## config.mk

```make
export PLATFORM = sky130hd
export DESIGN_NAME = shift_seq_ctrl
export DESIGN_NICKNAME = d
export VERILOG_FILES = /design/src/rtl/shift_seq_ctrl.sv
export SDC_FILE = /design/constraint.sdc
export NUM_CORES = 1
export LEC_CHECK = 0
export CORE_MARGIN = 8
export CORE_UTILIZATION = 40
export CTS_BUF_LIST = sky130_fd_sc_hd__clkbuf_2
export DETAILED_ROUTE_END_ITERATION = 8
export GPL_TIMING_DRIVEN = 0
export PLACE_DENSITY = 0.71
export RECOVER_POWER = 100
export SLEW_MARGIN = 10
export SYNTH_ARGS = -nofsm -noshare
export SYNTH_HDL_FRONTEND = slang
export SYNTH_SLANG_ARGS = --single-unit
```

## constraint.sdc

```tcl
create_clock -name clk -period 1.5 [get_ports clk]
set_clock_uncertainty 0.15 [all_clocks]
set_input_delay 0.225 -clock clk [delete_from_list [all_inputs] [get_ports clk]]
set_output_delay 0.225 -clock clk [all_outputs]
set_load 0.1 [all_outputs]
```

## src/rtl/shift_seq_ctrl.sv

```systemverilog
`default_nettype none
// ---------------------------------------------------------------------------
// shift_seq_ctrl : load/shift/capture sequencer for one WIDTH-bit shift reg.
// Optional abort port/response flag: define SHIFT_SEQ_CTRL_ABORT_EN. Rev 1.0
// ---------------------------------------------------------------------------
module shift_seq_ctrl #(
  parameter int WIDTH = 4,
  parameter int CNT_W = 3
) (
  input  logic             clk,
  input  logic             rst,
  input  logic             cmd_valid,
  output logic             cmd_ready,
  input  logic [WIDTH-1:0] cmd_data,
  input  logic             cmd_dir,
  input  logic [CNT_W-1:0] cmd_count,
  output logic             sr_load,
  output logic [WIDTH-1:0] sr_data,
  output logic             sr_shift_en,
  output logic             sr_dir,
  input  logic [WIDTH-1:0] sr_q,
  output logic             rsp_valid,
  input  logic             rsp_ready,
  output logic [WIDTH-1:0] rsp_data,
`ifdef SHIFT_SEQ_CTRL_ABORT_EN
  input  logic             abort,
  output logic             rsp_aborted,
`endif
  output logic             busy
);

  localparam logic [2:0] S_IDLE    = 3'd0;
  localparam logic [2:0] S_LOAD    = 3'd1;
  localparam logic [2:0] S_SHIFT   = 3'd2;
  localparam logic [2:0] S_CAPTURE = 3'd3;
  localparam logic [2:0] S_RESP    = 3'd4;

  localparam logic [CNT_W-1:0] CNT_MAX = CNT_W'(WIDTH);
  localparam logic [CNT_W-1:0] CNT_ONE = CNT_W'(1);

  logic [2:0]       state_q, state_d;
  logic             ready_q, ready_d;
  logic             load_q, load_d;
  logic             shift_q, shift_d;
  logic             dir_q, dir_d;
  logic [WIDTH-1:0] sdata_q, sdata_d;
  logic             ldir_q, ldir_d;
  logic [CNT_W-1:0] lcnt_q, lcnt_d;
  logic [CNT_W-1:0] cnt_q, cnt_d;
  logic             rvalid_q, rvalid_d;
  logic [WIDTH-1:0] rdata_q, rdata_d;
  logic             abt_q, abt_d;
  logic [CNT_W-1:0] w_cnt_sat;

  assign w_cnt_sat = (cmd_count > CNT_MAX) ? CNT_MAX : cmd_count;

  always_comb begin
    state_d  = state_q;
    ready_d  = ready_q;
    load_d   = 1'b0;
    shift_d  = 1'b0;
    dir_d    = dir_q;
    sdata_d  = sdata_q;
    ldir_d   = ldir_q;
    lcnt_d   = lcnt_q;
    cnt_d    = cnt_q;
    rvalid_d = rvalid_q;
    rdata_d  = rdata_q;
    abt_d    = abt_q;

    case (state_q)
      S_IDLE: begin
        ready_d = 1'b1;
        if (cmd_valid && ready_q) begin
          state_d = S_LOAD;
          ready_d = 1'b0;
          load_d  = 1'b1;
          sdata_d = cmd_data;
          ldir_d  = cmd_dir;
          lcnt_d  = w_cnt_sat;
        end
      end
      S_LOAD: begin
        if (lcnt_q == '0) begin
          state_d = S_CAPTURE;
        end else begin
          state_d = S_SHIFT;
          cnt_d   = lcnt_q;
          shift_d = 1'b1;
          dir_d   = ldir_q;
        end
      end
      S_SHIFT: begin
        // The last strobe cycle is the one in which the counter reads 1.
        cnt_d = cnt_q - CNT_ONE;
        if (cnt_q == CNT_ONE) begin
          state_d = S_CAPTURE;
        end else begin
          shift_d = 1'b1;
        end
      end
      S_CAPTURE: begin
        rdata_d  = sr_q;
        rvalid_d = 1'b1;
        state_d  = S_RESP;
      end
      S_RESP: begin
        if (rsp_ready) begin
          rvalid_d = 1'b0;
          abt_d    = 1'b0;
          ready_d  = 1'b1;
          state_d  = S_IDLE;
        end
      end
      default: begin
        state_d = S_IDLE;
      end
    endcase

`ifdef SHIFT_SEQ_CTRL_ABORT_EN
    if (abort && ((state_q == S_LOAD) || (state_q == S_SHIFT) || (state_q == S_CAPTURE))) begin
      state_d  = S_RESP;
      rdata_d  = sr_q;
      rvalid_d = 1'b1;
      abt_d    = 1'b1;
      load_d   = 1'b0;
      shift_d  = 1'b0;
      cnt_d    = '0;
    end
`endif
  end

  always_ff @(posedge clk or negedge rst) begin
    if (!rst) begin
      state_q  <= S_IDLE;
      ready_q  <= 1'b0;
      load_q   <= 1'b0;
      shift_q  <= 1'b0;
      dir_q    <= 1'b0;
      sdata_q  <= '0;
      ldir_q   <= 1'b0;
      lcnt_q   <= '0;
      cnt_q    <= '0;
      rvalid_q <= 1'b0;
      rdata_q  <= '0;
      abt_q    <= 1'b0;
    end else begin
      state_q  <= state_d;
      ready_q  <= ready_d;
      load_q   <= load_d;
      shift_q  <= shift_d;
      dir_q    <= dir_d;
      sdata_q  <= sdata_d;
      ldir_q   <= ldir_d;
      lcnt_q   <= lcnt_d;
      cnt_q    <= cnt_d;
      rvalid_q <= rvalid_d;
      rdata_q  <= rdata_d;
      abt_q    <= abt_d;
    end
  end

  assign cmd_ready   = ready_q;
  assign sr_load     = load_q;
  assign sr_data     = sdata_q;
  assign sr_shift_en = shift_q;
  assign sr_dir      = dir_q;
  assign rsp_valid   = rvalid_q;
  assign rsp_data    = rdata_q;
  assign busy        = (state_q != S_IDLE);

`ifdef SHIFT_SEQ_CTRL_ABORT_EN
  assign rsp_aborted = abt_q;
`else
  logic w_unused_abt;
  assign w_unused_abt = abt_q;
`endif

endmodule
`default_nettype wire

```

* Yosys cells after proc, flatten, opt, wreduce, memory -nomap -nowiden
Cells that the tools add are included.
** Cells by class
- $add $sub $neg :: 1
- Magnitude comparators :: 1
- Equal/unequal tests :: 9
- Muxes and demuxes :: 18
- Bitwise operators :: 1
- Reductions and logical operators :: 13
** Operators with widths (count)
- two-way mux 3 bit :: 5
- case mux 3 bit (5 select lines) :: 1
- AND reduction 2 bit :: 5
- two-way mux 1 bit :: 8
- != test 2 bit, second input constant :: 4
- equality test 3 x 1 -> 1 bit, second input constant :: 2
- equality test 3 x 2 -> 1 bit, second input constant :: 2
- zero test 3 bit :: 2
- case mux 1 bit (2 select lines) :: 3
- case mux 3 bit (2 select lines) :: 1
- nonzero test 2 bit :: 3
- equality test 3 bit, second input constant :: 1
- greater-than comparator 3 bit, second input constant :: 1
- AND reduction 3 bit :: 1
- nonzero test 3 bit :: 1
- subtractor 3 x 1 -> 3 bit, second input constant :: 1
- logical AND 1 bit :: 1
- inverter 1 bit :: 1
** Storage, ports and cells
- Register bits after elaboration :: 23
- Input bits :: 16
- Output and inout port bits :: 14
- Word-level logic and storage cells :: 54

* Logic depth before layout (Yosys ltp)
- Depth after elaboration :: 3
- Gate-level depth with buffers :: 5
- Gate-level depth less buffers :: 5

* Worst setup path before layout
No wires, ideal clock.
- Kind :: flip-flop to flip-flop
- From :: register ready_q (netlist: cmd_ready)
- To :: register sdata_q[0] (netlist: sr_data[0])
- Library setup time :: 125 ps
- Data arrival time :: 1777 ps
- Data required time :: 1225 ps
- Setup slack :: -553 ps
- Cell stages (with the launch flop) :: 4
- Path buffers :: 0
- Period minus slack after synthesis :: 2053 ps
- Path through :: dfrtp_1 > nand2_1 > nor2_8 > mux2_2
** On the way
- Word-level cells in the longest chain between the ends :: 2
** Ends and longest elaborated chain
- start: declaration :: line 42 : logic ready_q, ready_d;
- start signal: assignment :: line 149 : ready_q <= ready_d;
- logical AND 1 bit :: line 74 : if (cmd_valid && ready_q) begin
- AND reduction 2 bit (no source line)
- end signal: assignment :: line 153 : sdata_q <= sdata_d;
- end: declaration :: line 46 : logic [WIDTH-1:0] sdata_q, sdata_d;
Every way passes these cells.
A chain may end at the register's enable or synchronous reset.

* Final worst setup path
- From :: register state_q[0]
- To :: output port busy
** On the way
- Word-level cells in the longest chain between the ends :: 1
** Ends and longest elaborated chain
- start: declaration :: line 41 : logic [2:0] state_q, state_d;
- start signal: assignment :: line 148 : state_q <= state_d;
- nonzero test 3 bit :: line 170 : assign busy = (state_q != S_IDLE);
- end: declaration :: line 29 : output logic busy
Every way passes these cells.

==> flow_metrics.env <==
export IMPL_dp_final_hpwl_microns=1660
export IMPL_rsz0062_at_grt="yes"
export IMPL_synth_cells=85
export IMPL_cp_top_family="flip-flops"
export IMPL_drc_errors=0
export IMPL_synth_edf_count=0
export IMPL_hp_class="input pin to async pin"
export IMPL_slew_viol_final=0
export IMPL_fin_nets=152
export IMPL_crit_path_end_kind="output port"
export IMPL_start_util=0.427
export IMPL_syn_nets=103
export IMPL_synth_area_sq_um=1070
export IMPL_synth_adder_area_share=0.0234
export IMPL_nFillCells=196
export IMPL_io_buffers=29
export IMPL_tritoncts="built"
export IMPL_syn_avg_cell_area_sq_um=12.6
export IMPL_worst_pin_slew_ns=1.04
export IMPL_critical_path_slowest_cell="dfrtp_1"
export IMPL_clk_pin_slew_ns=0.23
export IMPL_gp_congestion=0.765
export IMPL_routed_wl_microns=2850
export IMPL_dp_slack_ns=-0.676
export IMPL_yosys_top_cells_area="dfrtp_1, mux2_2, a21oi_1, ha_1, nor2b_1"
export IMPL_synth_top_family_by_area="simple AND/OR/NAND/NOR gates"
export IMPL_setup_slack_ns=-0.280
export IMPL_antenna_cells=0
export IMPL_layout_drive_gt1_share=0.511
export IMPL_fin_crit_sh=1.19
export IMPL_max_freq_mhz=562
export IMPL_max_cap_violations=0
export IMPL_synth_top_flop_cell="dfrtp_1"
export IMPL_dpl_cell_count=144
export IMPL_critical_path_peak_fanout=2
export IMPL_synth_top_cell_area_share=0.539
export IMPL_vias=857
export IMPL_muxShareOfSynthArea=0.141
export IMPL_ys_warn_count=0
export IMPL_syn_to_final_growth_pct=53.8
export IMPL_std_cell_rows=18
export IMPL_die_h_microns=67.7
export IMPL_setup_violations=19
export IMPL_core_area_sq_um=2500
export IMPL_htreeDepth=1
export IMPL_die_x_microns=67.7
export IMPL_cp_arrival_ns=1.41
export IMPL_clock_latency_ns=0.36
export IMPL_via_per_inst=5.26
export IMPL_ant_nets=0
export IMPL_fin_cells=163
export IMPL_synth_compound_area_frac=0.104
export IMPL_grt_pass1_wl_microns=4240
export IMPL_wl_per_cell_microns=17.5
export IMPL_crit_type="flop to output port"
export IMPL_synth_cell_types=30
export IMPL_synth_area_leader_cell="dfrtp_1"
export IMPL_ys_async_sr_fraction=1.00
export IMPL_hold_buffers=0
export IMPL_clockRootBuffer="clkbuf_2"
export IMPL_drtIter0Drc=38
export IMPL_violations="negative setup slack"
export IMPL_period_needed_ns=1.78
export IMPL_cts_sink_count=23
export IMPL_grt_remaining_overflow=0
export IMPL_crit_buf_inv=1
export IMPL_synth_xor_area_share=0.00821
export IMPL_synthSimpleGateAreaFrac=0.150
export IMPL_cp_data_required_time_ns=1.12
export IMPL_cts_path_max_buffers=2
export IMPL_grt_use_total=0.121
export IMPL_cpPeakStageDelay_ns=0.45
export IMPL_cts_buffers=3
export IMPL_ios=30
export IMPL_start_kind="flop"
export IMPL_first_pass_iters=4
export IMPL_slew_headroom=0.308
export IMPL_grt_pass1_vias=888
export IMPL_fin_hold_ws_ns=0.233
export IMPL_outcome="finished with violations"
export IMPL_grt_max_degree=24
export IMPL_antenna_found_initial=0
export IMPL_dieArea_sq_um=4580
export IMPL_yosysSeqAreaShare=0.539
export IMPL_crit_chain="or3_4 -> buf_12"
export IMPL_finalHoldViolCount=0
export IMPL_synth_seq_cells=23
## per-stage QoR
step                instance area (sq um)  utilization  setup TNS [ns]
floorplan                            1070            -           -1.99
global placement                     1400        0.559          -10.10
detailed placement                   1400        0.559          -11.14
CTS                                  1520        0.608           -2.60
global route                         1640        0.657           -3.63
finish                               1640        0.657           -2.70
## cell families after synthesis
kind of cell               Yosys count
xor gates and xnor gates             1
and+or+nand+nor                     23
muxes                               13
DFF                                 23
AOI/OAI and AO/OA                   16
buffers and inverters                7
adders and majority gates            2
## layout make-up
type / count / area [sq um] / area share
tap: 30 / 37.5 / 0.0229
clock buffer: 3 / 15.0 / 0.00915
inverter: 4 / 15.0 / 0.00915
multi-input combinational: 56 / 548 / 0.334
buffer: 2 / 30.0 / 0.0183
clock inverter: 1 / 5.00 / 0.00305
sequential: 23 / 579 / 0.353
timing repair buffer: 44 / 412 / 0.251
## synthesized netlist by cell type (2+ instances only)
cell      n
o31ai_1   2
buf_2     2
ha_1      2
o21ai_0   2
nor3_1    3
dfrtp_1  23
or2_4     2
a21oi_1   6
nor2_1    5
inv_1     4
mux2_2   12
nor2b_1   4
## registers in the layout (all words and copies together), names as in the netlist, 3 cells and up
name,cells
sr_data,4
state_q,3
lcnt_q,3
cnt_q,3
rsp_data,4
## layer usage
metal | global-route usage | part of all wire | vias to the layer above
met5 | 0 | 0 | -
met4 | 0.0783 | 0.023 | 0
met3 | 0.0166 | 0.038 | 5
met2 | 0.200 | 0.54 | 28
met1 | 0.145 | 0.40 | 426
li1 | - | - | 398
## cells in the final DEF (no fill, tap or decap), types with 3 or more instances in the layout
| cell | synthesis | final |
|---|---|---|
| dfrtp_1 | 23 | 20 |
| nor2b_1 | 4 | 4 |
| inv_1 | 4 | 4 |
| nor2_1 | 5 | 4 |
| mux2_4 | 1 | 10 |
| dfrtp_2 | 0 | 3 |
| mux2_2 | 12 | 3 |
| clkdlybuf4s50_1 | 0 | 15 |
| clkbuf_2 | 0 | 3 |
| a21oi_1 | 6 | 6 |
| buf_4 | 0 | 22 |
| buf_6 | 1 | 5 |
## final timing paths
| kind | cells past startpoint | endpoint | slack (ns) | from |
|---|---|---|---|---|
| worst max-delay path | 2 | busy | -0.28 | state_q[0]$_DFFE_PN0P_ |
| worst min-delay path | 1 | sr_load$_DFF_PN0_ | 0.23 | rst |
| worst max register to register | 4 | lcnt_q[1]$_DFFE_PN0P_ | -0.26 | state_q[0]$_DFFE_PN0P_ |
| worst min register to register | 1 | rsp_data[3]$_DFFE_PN0P_ | 0.39 | rsp_data[3]$_DFFE_PN0P_ |
| max in group asynchronous | 1 | cmd_ready$_DFFE_PN0P_ | 0.29 | rst |
| min in group clk | 2 | sr_data[0]$_DFFE_PN0P_ | 0.30 | cmd_data[0] |
## what timing repair did
action | in CTS | in global routing
gates cloned | 1 | 0
endpoints found under the setup margin | 26 | 20
resized for setup | 101 | 21
pin swaps | 7 | 6
setup buffers | 8 | 11
Power is left out: the tool's default activity adds up to more than one toggle a clock period on the data nets, which glitch-free logic cannot reach.
